### src/rtl/servo_pwm_capture.sv
// Servo PWM pulse-width decoder: measures each high pulse, removes OFFSET, divides by 3.
// Optional watchdog (TIMEOUT output) is built only when SERVO_CAP_TIMEOUT_EN is defined.
module servo_pwm_capture #(
   parameter int unsigned OFFSET      = 25_001,
   parameter int unsigned MAX_D       = 98_303,
   parameter int unsigned TIMEOUT_CYC = 1_250_000
) (
   input  logic        clk,
   input  logic        rst_n,
   input  logic        pwm_in,
   output logic [14:0] valor,
   output logic        valid,
   output logic        range_err,
   output logic        timeout
);

   typedef enum logic [1:0] {IDLE, DIV, DONE} state_t;

   localparam logic [19:0] OFFSET_W = 20'(OFFSET);
   localparam logic [19:0] MAX_D_W  = 20'(MAX_D);
   localparam logic [19:0] W_MAX    = 20'hFFFFF;

   state_t      state, next_state;
   logic        sync1, s, s_d;
   logic        rise, fall;
   logic [19:0] width;
   logic        armed;
   logic        under, over;
   logic [19:0] diff;
   logic        capture, step, done;
   logic [16:0] quo;
   logic [1:0]  rem;
   logic [4:0]  step_cnt;
   logic        cap_under, cap_over;
   logic [2:0]  trial;
   logic        quo_bit;
   logic [1:0]  rem_next;

   // Flops reset high so a pin already high at reset release gives no rising edge
   always_ff @(posedge clk or negedge rst_n) begin
      if (!rst_n) begin
         sync1 <= 1'b1;
         s     <= 1'b1;
         s_d   <= 1'b1;
      end else begin
         sync1 <= pwm_in;
         s     <= sync1;
         s_d   <= s;
      end
   end

   assign rise = s & ~s_d;
   assign fall = ~s & s_d;

   always_ff @(posedge clk or negedge rst_n) begin
      if (!rst_n) begin
         width <= 20'd0;
         armed <= 1'b0;
      end else if (rise) begin
         width <= 20'd1;
         armed <= 1'b1;
      end else if (s && width != W_MAX) begin
         width <= width + 20'd1;
      end
   end

   assign under = width < OFFSET_W;
   assign diff  = width - OFFSET_W;
   assign over  = !under && (diff > MAX_D_W);

   always_ff @(posedge clk or negedge rst_n) begin
      if (!rst_n) state <= IDLE;
      else        state <= next_state;
   end

   always_comb begin
      next_state = state;
      capture    = 1'b0;
      step       = 1'b0;
      done       = 1'b0;
      case (state)
         IDLE: begin
            if (fall && armed) begin
               capture    = 1'b1;
               next_state = DIV;
            end
         end
         DIV: begin
            step = 1'b1;
            if (step_cnt == 5'd16) next_state = DONE;
         end
         DONE: begin
            done       = 1'b1;
            next_state = IDLE;
         end
         default: next_state = IDLE;
      endcase
   end

   // Restoring divide by 3: shift one dividend bit into the remainder per cycle
   assign trial    = {rem, quo[16]};
   assign quo_bit  = trial >= 3'd3;
   assign rem_next = quo_bit ? 2'(trial - 3'd3) : trial[1:0];

   always_ff @(posedge clk or negedge rst_n) begin
      if (!rst_n) begin
         quo       <= 17'd0;
         rem       <= 2'd0;
         step_cnt  <= 5'd0;
         cap_under <= 1'b0;
         cap_over  <= 1'b0;
         valor     <= 15'd0;
         range_err <= 1'b0;
         valid     <= 1'b0;
      end else begin
         valid <= done;
         if (capture) begin
            quo       <= diff[16:0];
            rem       <= 2'd0;
            step_cnt  <= 5'd0;
            cap_under <= under;
            cap_over  <= over;
         end else if (step) begin
            quo      <= {quo[15:0], quo_bit};
            rem      <= rem_next;
            step_cnt <= step_cnt + 5'd1;
         end
         if (done) begin
            valor     <= cap_under ? 15'd0 : (cap_over ? 15'h7FFF : quo[14:0]);
            range_err <= cap_under | cap_over;
         end
      end
   end

`ifdef SERVO_CAP_TIMEOUT_EN
   localparam logic [20:0] TO_M1 = 21'(TIMEOUT_CYC - 1);
   logic [20:0] wd;

   // Cleared by the same edge that raises VALID so both change together
   always_ff @(posedge clk or negedge rst_n) begin
      if (!rst_n) begin
         wd      <= 21'd0;
         timeout <= 1'b0;
      end else begin
         if (rise)                wd <= 21'd0;
         else if (wd != 21'h1FFFFF) wd <= wd + 21'd1;
         if (done)             timeout <= 1'b0;
         else if (wd >= TO_M1) timeout <= 1'b1;
      end
   end
`else
   assign timeout = 1'b0;
`endif

endmodule

### config.mk
export PLATFORM = sky130hd
export DESIGN_NAME = servo_pwm_capture
export DESIGN_NICKNAME = d
export VERILOG_FILES = /design/src/rtl/servo_pwm_capture.sv
export SDC_FILE = /design/constraint.sdc
export NUM_CORES = 1
export LEC_CHECK = 0
export BUFFER_PORTS_ARGS = -buffer_cell sky130_fd_sc_hd__buf_2
export CAP_MARGIN = 20
export CORE_ASPECT_RATIO = 1.5
export CORE_MARGIN = 10
export CORE_UTILIZATION = 55
export CTS_CLUSTER_DIAMETER = 40
export DETAILED_ROUTE_END_ITERATION = 8
export PLACE_DENSITY_LB_ADDON = 0.25
export RECOVER_POWER = 100
export REMOVE_ABC_BUFFERS = 1
export SLEW_MARGIN = 40
export SYNTH_ARGS = -nofsm -noshare
export SYNTH_HDL_FRONTEND = slang
export SYNTH_SLANG_ARGS = --single-unit
### constraint.sdc
create_clock -name clk -period 1.9 [get_ports clk]
set_input_delay 0.38 -clock clk [delete_from_list [all_inputs] [get_ports clk]]
set_output_delay 0.38 -clock clk [all_outputs]
set_load 0.03 [all_outputs]
==> impl_metrics.json, run 1 <==
{
  "synth_cell_types": 51,
  "clockRootBuffer": "clkbuf_8",
  "hold-worst-slack_ns": 0.129,
  "layout.area.seq_mm2": 0.00173,
  "pre_cts_slack_ns": 0.0112,
  "synth_top_area_frac": 0.453,
  "fin_cells": 523,
  "setup_viol": 0,
  "placed_cell_area_mm2": 0.00398,
  "post-route-util": 0.650,
  "final_common_cell": "dfrtp_1",
  "synth_edf_count": 0,
  "finClkSkew_ns": 0.0122,
  "worst_pin_slew_ns": 1.33,
  "post-route-drc-count": 0,
  "final_cell_mix": "dfrtp_1, nor2_1, nand2_1",
  "grt_pass1_wl_mm": 13.6,
  "drt_iter0_drc": 124,
  "num_rows": 36,
  "port_buffers": 19,
  "layout.nets": 451,
  "grt_use_met1": 0.187,
  "post-route-period-util": 0.951,
  "antenna_cells": 0,
  "die_y_um": 120,
  "routed_via_density": 5.76,
  "critPathCaptureType": "flip-flop",
  "hpwl_mm": 5.71,
  "rsz0062_at_grt": "yes",
  "dr.pass1.iters": 4,
  "postSynthCellCount": 407,
  "die_area_mm2": 0.0103,
  "crit_chain": "ha_1 > and3_1 > a311o_2 > nor3_2 > xnor2_1 > nor2_1",
  "synth_seq_cells": 69,
  "layout_setup_ws_ns": 0.0927,
  "relSlewSlack": 0.114,
  "gp_congestion": 0.917,
  "yosysWarnings": 0,
  "clk_latency_ns": 0.35,
  "clkSinkCount": 69,
  "drt-total-wl_mm": 8.06,
  "ant_nets": 0,
  "required_ns": 2.13,
  "cpMaxStageDelayCell": "dfrtp_1",
  "cts_hold_buffers": 0,
  "max_stage_delay_ns": 0.42,
  "final_area_mm2": 0.00421,
  "clkTransAtPathRegs_ns": 0.07,
  "p_per_area_mw_per_mm2": 1250,
  "grt_max_degree": 34,
  "initial_core_util": 0.562,
  "fin_setup_tns_ns": 0,
  "fillCellCount": 568,
  "antenna_found_initial": 0,
  "status": "finished clean",
  "met3_usage": 0.0386,
  "avgSynthCellArea_um2": 8.95,
  "period_minus_slack_ns": 1.81,
  "synthArstFlopShare": 1.00,
  "maxCapViolCount": 0,
  "yosysSeqAreaShare": 0.475,
  "die_w_um": 86.5,
  "maxSlewViolCount": 0,
  "use_met2": 0.269,
  "numCtsBuffers": 9,
  "critPathArrivalTime_ns": 2.03,
  "io_pins": 21,
  "final_layout_size_suffix_gt1_frac": 0.161,
  "grt_overflow": 0,
  "wl_per_cell_um": 15.4,
  "syn_area_mm2": 0.00364,
  "cp_max_fo": 7,
  "synthFlopType": "dfrtp_1",
  "cts_tree": "yes",
  "p_leak_nw": 1.85,
  "busiest_layer": "met2",
  "min_path_type": "in2reg",
  "core_mm2": 0.00649,
  "fmax_mhz": 553,
  "path_buf_inv": 0,
  "dp_cells": 506,
  "syn2layout_area_growth_pct": 15.7,
  "vdd_drop_max_mv": 0.499,
  "cpLargestDelayFamily": "simple AND/OR/NAND/NOR gates",
  "cts_buffer_depth": 2,
  "multi_input_area_mm2": 0.00181,
  "hold_viol_final": 0,
  "dr_total_vias": 3015,
  "grt_pass1_vias": 2912,
  "critPathKind": "reg2reg",
  "yosysTopAreaCell": "dfrtp_1",
  "cts.htree.levels": 3,
  "synthTopCellsByArea": "dfrtp_1, nor2_1, nand2_1",
  "grt.total_usage": 0.158,
  "start_kind": "flip-flop",
  "totalPowerFinal_mw": 5.28
}
kinds of logic (layout without fill, tap and decap cells):
family | Yosys count | after routing | synth area share
and+or+nand+nor | 181 | 181 | 0.238
AOI/OAI and AO/OA | 76 | 76 | 0.135
DFF | 69 | 69 | 0.475
buffers and inverters | 38 | 78 | 0.0422
xor gates and xnor gates | 31 | 31 | 0.0745
adders and majority gates | 6 | 6 | 0.0206
muxes | 5 | 5 | 0.0137
other | 1 | 1 | 0.00103
final timing paths:
path	startpoint	endpoint	slack (ns)	depth (start not counted)
setup reg to reg	width[0]$_DFFE_PN0P_	width[15]$_DFFE_PN0P_	0.09	6
setup / recovery	width[0]$_DFFE_PN0P_	width[15]$_DFFE_PN0P_	0.09	6
max in group asynchronous	rst_n	s_d$_DFF_PN1_	0.55	2
hold reg to reg	sync1$_DFF_PN1_	s$_DFF_PN1_	0.36	0
min in group asynchronous	rst_n	valor[5]$_DFFE_PN0P_	0.31	1
hold / removal	pwm_in	sync1$_DFF_PN1_	0.13	1
synthesized netlist by cell type (all sizes together), types with 2 or more instances:
library cell / number
or3: 4
xor2: 16
a21oi: 12
and3: 8
xnor2: 15
o21ai: 23
and2: 3
nor2b: 6
nand2b: 6
inv: 7
dfstp: 3
a31oi: 6
nor4: 4
a211oi: 3
nand4: 10
clkbuf: 23
o21a: 2
nor3: 13
mux2i: 5
dfrtp: 66
nand3b: 3
a22oi: 2
o31ai: 17
nor2: 59
nand2: 49
nand3: 10
ha: 6
buf: 8
repair_timing:
item | 4_1_cts | 5_1_grt
setup endpoints to repair | 3 | 10
setup buffers | 0 | 1
pin swaps | 1 | 3
gates resized for setup | 2 | 12
final cells by class:
class | count | share of cell area
repair buffers | 55 | 0.0787
well taps | 76 | 0.0226
multi-input cells | 300 | 0.428
inverters | 7 | 0.00624
clock inverters | 7 | 0.0235
clock buffers | 9 | 0.0294
flip-flops and latches | 69 | 0.411
metal layers:
metal | vias up | share of wire
li1 | 1477 | -
met1 | 1469 | 0.43
met2 | 58 | 0.52
met3 | 11 | 0.043
met4 | 0 | 0.015
met5 | - | 0
where the power goes:
part,internal [mW],switching (mW),total [mW]
sequential,1.90,0.441,2.34
combinational,0.627,0.981,1.61
clock,0.745,0.590,1.34
total,3.27,2.01,5.28
state kept, by name (all words and copies together) (netlist names), 2 cells and up:
| name | cells |
|---|---|
| step_cnt | 5 |
| width | 20 |
| quo | 17 |
| state | 2 |
| rem | 2 |
| valor | 15 |
Power figures use the tool's default switching activity.
==> run 2: changes to the inputs <==
- CAP_MARGIN: 20 -> 5
- clock period: 1.9 -> 1.7 ns (I/O delays scaled with it)
==> impl_metrics.json, run 2 (synthesis results as in run 1) <==
{
  "ant_nets": 0,
  "clk_latency_ns": 0.34,
  "required_ns": 1.93,
  "cpLargestDelayFamily": "simple AND/OR/NAND/NOR gates",
  "gp_congestion": 0.855,
  "min_path_type": "in2reg",
  "reg_top3": "width (20), quo (17), valor (15)",
  "initial_core_util": 0.562,
  "worst_pin_slew_ns": 1.50,
  "die_w_um": 86.5,
  "cp_max_fo": 5,
  "port_buffers": 19,
  "vdd_drop_max_mv": 0.621,
  "critPathArrivalTime_ns": 2.10,
  "routed_via_density": 5.82,
  "maxCapViolCount": 1,
  "drt_iter0_drc": 170,
  "io_pins": 21,
  "regMostFlops": "width",
  "final_layout_size_suffix_gt1_frac": 0.289,
  "post-route-drc-count": 0,
  "num_rows": 36,
  "start_kind": "flip-flop",
  "cpMaxStageDelayCell": "dfrtp_1",
  "die_area_mm2": 0.0103,
  "grt_pass1_vias": 3259,
  "cts_tree": "yes",
  "antenna_found_initial": 0,
  "grt_max_degree": 70,
  "path_buf_inv": 1,
  "failed_checks": "capacitance limit, slew limit, setup timing",
  "maxSlewViolCount": 69,
  "cts.htree.levels": 3,
  "p_per_area_mw_per_mm2": 1290,
  "status": "finished with violations",
  "antenna_cells": 0,
  "hold-worst-slack_ns": 0.0897,
  "fmax_mhz": 534,
  "grt_overflow": 0,
  "hold_viol_final": 0,
  "post-route-util": 0.723,
  "final_cell_mix": "buf_4, dfrtp_1, nor2_1",
  "dr_total_vias": 3267,
  "final_common_cell": "buf_4",
  "p_leak_nw": 2.09,
  "wl_per_cell_um": 16.8,
  "cts_buffer_depth": 2,
  "layout.nets": 490,
  "layout_setup_ws_ns": -0.172,
  "numCtsBuffers": 9,
  "relSlewSlack": -0.00295,
  "post-route-period-util": 1.10,
  "clockRootBuffer": "clkbuf_8",
  "grt.total_usage": 0.181,
  "hpwl_mm": 6.03,
  "drt-total-wl_mm": 9.42,
  "critPathCaptureType": "flip-flop",
  "setup_viol": 23,
  "clkSinkCount": 69,
  "largest_reg_flops": 20,
  "grt_pass1_wl_mm": 15.4,
  "clkTransAtPathRegs_ns": 0.07,
  "finClkSkew_ns": 0.00571,
  "critPathKind": "reg2reg",
  "die_y_um": 120,
  "max_stage_delay_ns": 0.42,
  "core_mm2": 0.00649,
  "rsz0062_at_grt": "yes",
  "period_minus_slack_ns": 1.87,
  "crit_chain": "ha_2 > buf_6 > nand4_1 > nor2_4 > and4b_2 > and3_4 > xnor2_2 > nor2_1",
  "dr.pass1.iters": 4,
  "syn2layout_area_growth_pct": 28.6
}
==> run 2: cell count changes in the layout (fill, tap and decap cells not counted), sizes merged <==
cell / previous run / this run
buf: 28 / 73
clkinvlp: 1 / 0
clkbuf: 36 / 34
clkinv: 3 / 0
bufinv: 2 / 1
inv: 8 / 7
o21ai: 23 / 24
==> run 2: path summary, 6_finish.rpt <==
check | startpoint | endpoint | slack [ns] | cells past startpoint
min in group asynchronous | rst_n | step_cnt[0]$_DFFE_PN0P_ | 0.47 | 2
worst max-delay path | width[0]$_DFFE_PN0P_ | width[16]$_DFFE_PN0P_ | -0.17 | 8
max in group asynchronous | rst_n | width[12]$_DFFE_PN0P_ | 0.23 | 2
worst min-delay path | pwm_in | sync1$_DFF_PN1_ | 0.09 | 1
worst min register to register | sync1$_DFF_PN1_ | s$_DFF_PN1_ | 0.36 | 0
worst max register to register | width[0]$_DFFE_PN0P_ | width[16]$_DFFE_PN0P_ | -0.17 | 8
==> run 2: metrics by stage <==
step | setup WS (ns) | area, um2 | instances | setup TNS (ns) | power, mW
global placement | -0.129 | 4200 | 535 | -1.70 | 4.50
global route | -0.228 | 4690 | 561 | -4.36 | 6.48
detailed placement | -0.191 | 4200 | 535 | -2.76 | 4.63
CTS | -0.124 | 4550 | 555 | -0.756 | 6.01
finish | -0.172 | 4690 | 561 | -1.90 | 6.04
floorplan | -0.451 | 3520 | 376 | -5.62 | 3.83
==> run 2: worst register-to-register path, delay by kind of cell, from the launching register on <==
kind	cells	cell delay, ns
adders and majority gates	1	0.23
and+or+nand+nor	5	0.90
buffers and inverters	1	0.11
DFF	1	0.42
xor gates and xnor gates	1	0.11
==> run 2: repair_timing <==
item / 4_1_cts / 5_1_grt
gates cloned: 2 / 0
pin swaps: 11 / 26
endpoints found under the setup margin: 30 / 30
hold buffers: 0 / 0
buffers inserted: 3 / 6
resized for setup: 27 / 34
==> run 2: cell type report <==
class                           count  area, um2
Sequential cell                    69       1730
Multi-Input combinational cell    301       2000
Fill cell                         467       1800
Tap cell                           76       95.1
Clock buffer                       14        163
Inverter                            7       26.3
Timing Repair Buffer               93        639
Clock inverter                      1       30.0
==> run 2: power breakdown <==
group / switching, mW / internal [mW]
Combinational: 1.22 / 0.882
Clock: 0.565 / 0.752
Sequential: 0.499 / 2.12
==> run 2: layer usage <==
layer | GRT usage | wire [um] | up-vias
li1 | - | - | 1554
met1 | 0.203 | 3620 | 1570
met2 | 0.295 | 4850 | 97
met3 | 0.0393 | 441 | 46
met4 | 0.130 | 498 | 0
met5 | 0 | 0 | -
==> run 3: changes to the inputs <==
--- a/config.mk
+++ b/config.mk
@@ -10,5 +10,5 @@
 export CORE_ASPECT_RATIO = 1.5
 export CORE_MARGIN = 10
-export CORE_UTILIZATION = 55
+export CORE_UTILIZATION = 42
 export CTS_CLUSTER_DIAMETER = 40
 export DETAILED_ROUTE_END_ITERATION = 8
==> constraint.sdc (replaced) <==
create_clock -name clk -period 1.7 [get_ports clk]
set_input_delay 0.085 -clock clk [delete_from_list [all_inputs] [get_ports clk]]
set_output_delay 0.085 -clock clk [all_outputs]
set_load 0.03 [all_outputs]
==> impl_metrics.json, run 3 (synthesis results as in run 1) <==
{
  "status": "finished with violations",
  "failed_checks": "setup timing",
  "final_cell_mix": "dfrtp_1, buf_4, nor2_1",
  "wl_per_cell_um": 15.5,
  "core_mm2": 0.00846,
  "post-route-drc-count": 0,
  "maxSlewViolCount": 0,
  "r2r-end": "width[19]$_DFFE_PN0P_",
  "post-route-util": 0.566,
  "start_kind": "flip-flop",
  "relSlewSlack": 0.476,
  "largest_reg_flops": 20,
  "grt_pass1_wl_mm": 15.0,
  "clkSinkCount": 69,
  "critPathArrivalTime_ns": 2.07,
  "max_stage_delay_ns": 0.53,
  "p_leak_nw": 2.18,
  "crit_chain": "and3_4 > nand3_2 > a311o_2 > nor4_4 > xnor2_1 > nor2_1",
  "port_buffers": 19,
  "reg2regPathDepth": 6,
  "cts_buffer_depth": 2,
  "drt_iter0_drc": 140,
  "hpwl_mm": 6.33,
  "syn2layout_area_growth_pct": 31.4,
  "final_common_cell": "dfrtp_1",
  "ant_nets": 0,
  "hold_viol_final": 0,
  "num_rows": 41,
  "dr_total_vias": 3139,
  "maxCapViolCount": 0,
  "pre_cts_slack_ns": -0.201,
  "antenna_found_initial": 0,
  "p_per_area_mw_per_mm2": 1350,
  "final_area_mm2": 0.00479,
  "critPathCaptureType": "flip-flop",
  "routed_via_density": 5.39,
  "placed_cell_area_mm2": 0.00419,
  "final_layout_size_suffix_gt1_frac": 0.297,
  "period_minus_slack_ns": 1.85,
  "clk_latency_ns": 0.33,
  "finClkSkew_ns": 0.00363,
  "min_path_type": "in2async",
  "rsz0062_at_grt": "yes",
  "initial_core_util": 0.430,
  "grt_pass1_vias": 3185,
  "layout.nets": 479,
  "die_area_mm2": 0.0129,
  "drt-total-wl_mm": 9.05,
  "worst_pin_slew_ns": 0.786,
  "clkTransAtPathRegs_ns": 0.06,
  "grt_max_degree": 40,
  "rr_startpoint": "s$_DFF_PN1_",
  "regMostFlops": "width",
  "cts.htree.levels": 3,
  "gp_congestion": 0.851,
  "fin_setup_tns_ns": -1.30,
  "die_y_um": 134,
  "totalPowerFinal_mw": 6.48,
  "setup_viol": 20,
  "cts_tree": "yes",
  "fmax_mhz": 540,
  "vdd_drop_max_mv": 0.711,
  "cpMaxStageDelayCell": "dfstp_2",
  "cp_max_fo": 3,
  "post-route-period-util": 1.09,
  "antenna_cells": 0,
  "numCtsBuffers": 9,
  "required_ns": 1.91,
  "grt_overflow": 0,
  "grt.total_usage": 0.146,
  "die_w_um": 96.1,
  "dr.pass1.iters": 4,
  "cpLargestDelayFamily": "simple AND/OR/NAND/NOR gates",
  "r2r_slack_ns": -0.15,
  "layout_setup_ws_ns": -0.153,
  "critPathKind": "reg2reg",
  "io_pins": 21,
  "clockRootBuffer": "clkbuf_16",
  "path_buf_inv": 0,
  "reg_top3": "width (20), quo (17), valor (15)"
}
## run 3: changes by cell type in the layout (fill, tap and decap cells not counted), moves of 3 or more
cell and change:
clkbuf_1 -20, buf_2 +15, buf_4 -11, clkbuf_8 -10
clkbuf_16 +9, a21oi_1 +3, a21oi_2 -3, clkinv_2 +3
nor2_1 +3
## run 3: layer usage
metal  global-route usage  up-vias  part of all wire  routed length [um]
li1                     -     1533                 -                   -
met1                0.159     1532              0.40                3640
met2                0.252       53              0.54                4870
met3               0.0425       21             0.040                 363
met4               0.0641        0             0.021                 186
met5                    0        -                 0                   0
## run 3: through the flow
stage	std cells	hold WS (ns)
floorplan	376	-0.211
global placement	557	-0.00209
detailed placement	557	0.000698
CTS	577	0.183
global route	582	0.371
finish	582	0.351
## run 3: cell type report
cell class / instances / area, um2
Clock buffer: 10 / 239
Clock inverter: 6 / 38.8
Fill cell: 742 / 3680
Inverter: 7 / 28.8
Multi-Input combinational cell: 300 / 1990
Sequential cell: 69 / 1730
Tap cell: 107 / 134
Timing Repair Buffer: 83 / 627
## run 3: worst max path at each step
stage / cells after the start / slack, ns / from / end
2_1_floorplan: 3 / -0.45 / state[1]$_DFFE_PN0P_ / quo[1]$_DFFE_PN0P_
3_3_place_gp: 7 / -0.15 / width[10]$_DFFE_PN0P_ / width[12]$_DFFE_PN0P_
3_5_place_dp: 6 / -0.20 / width[0]$_DFFE_PN0P_ / width[17]$_DFFE_PN0P_
4_1_cts: 6 / -0.15 / s$_DFF_PN1_ / width[19]$_DFFE_PN0P_
5_1_grt: 6 / -0.22 / s$_DFF_PN1_ / width[19]$_DFFE_PN0P_
6_report: 6 / -0.15 / s$_DFF_PN1_ / width[19]$_DFFE_PN0P_
## run 3: what timing repair did
item | CTS | global route
hold buffers | 2 | 0
pin swaps | 9 | 25
endpoints found under the hold margin | 51 | 0
setup endpoints to repair | 31 | 31
gates resized for setup | 18 | 39
buffers inserted | 2 | 5
cloned | 0 | 0
## run 3: power by group
part	switching [mW]	total [mW]	leakage (nW)	internal, mW
Combinational	1.21	2.14	1.16	0.929
Sequential	0.502	2.63	0.887	2.13
Clock	0.697	1.72	0.134	1.02
Total	2.41	6.48	2.18	4.07
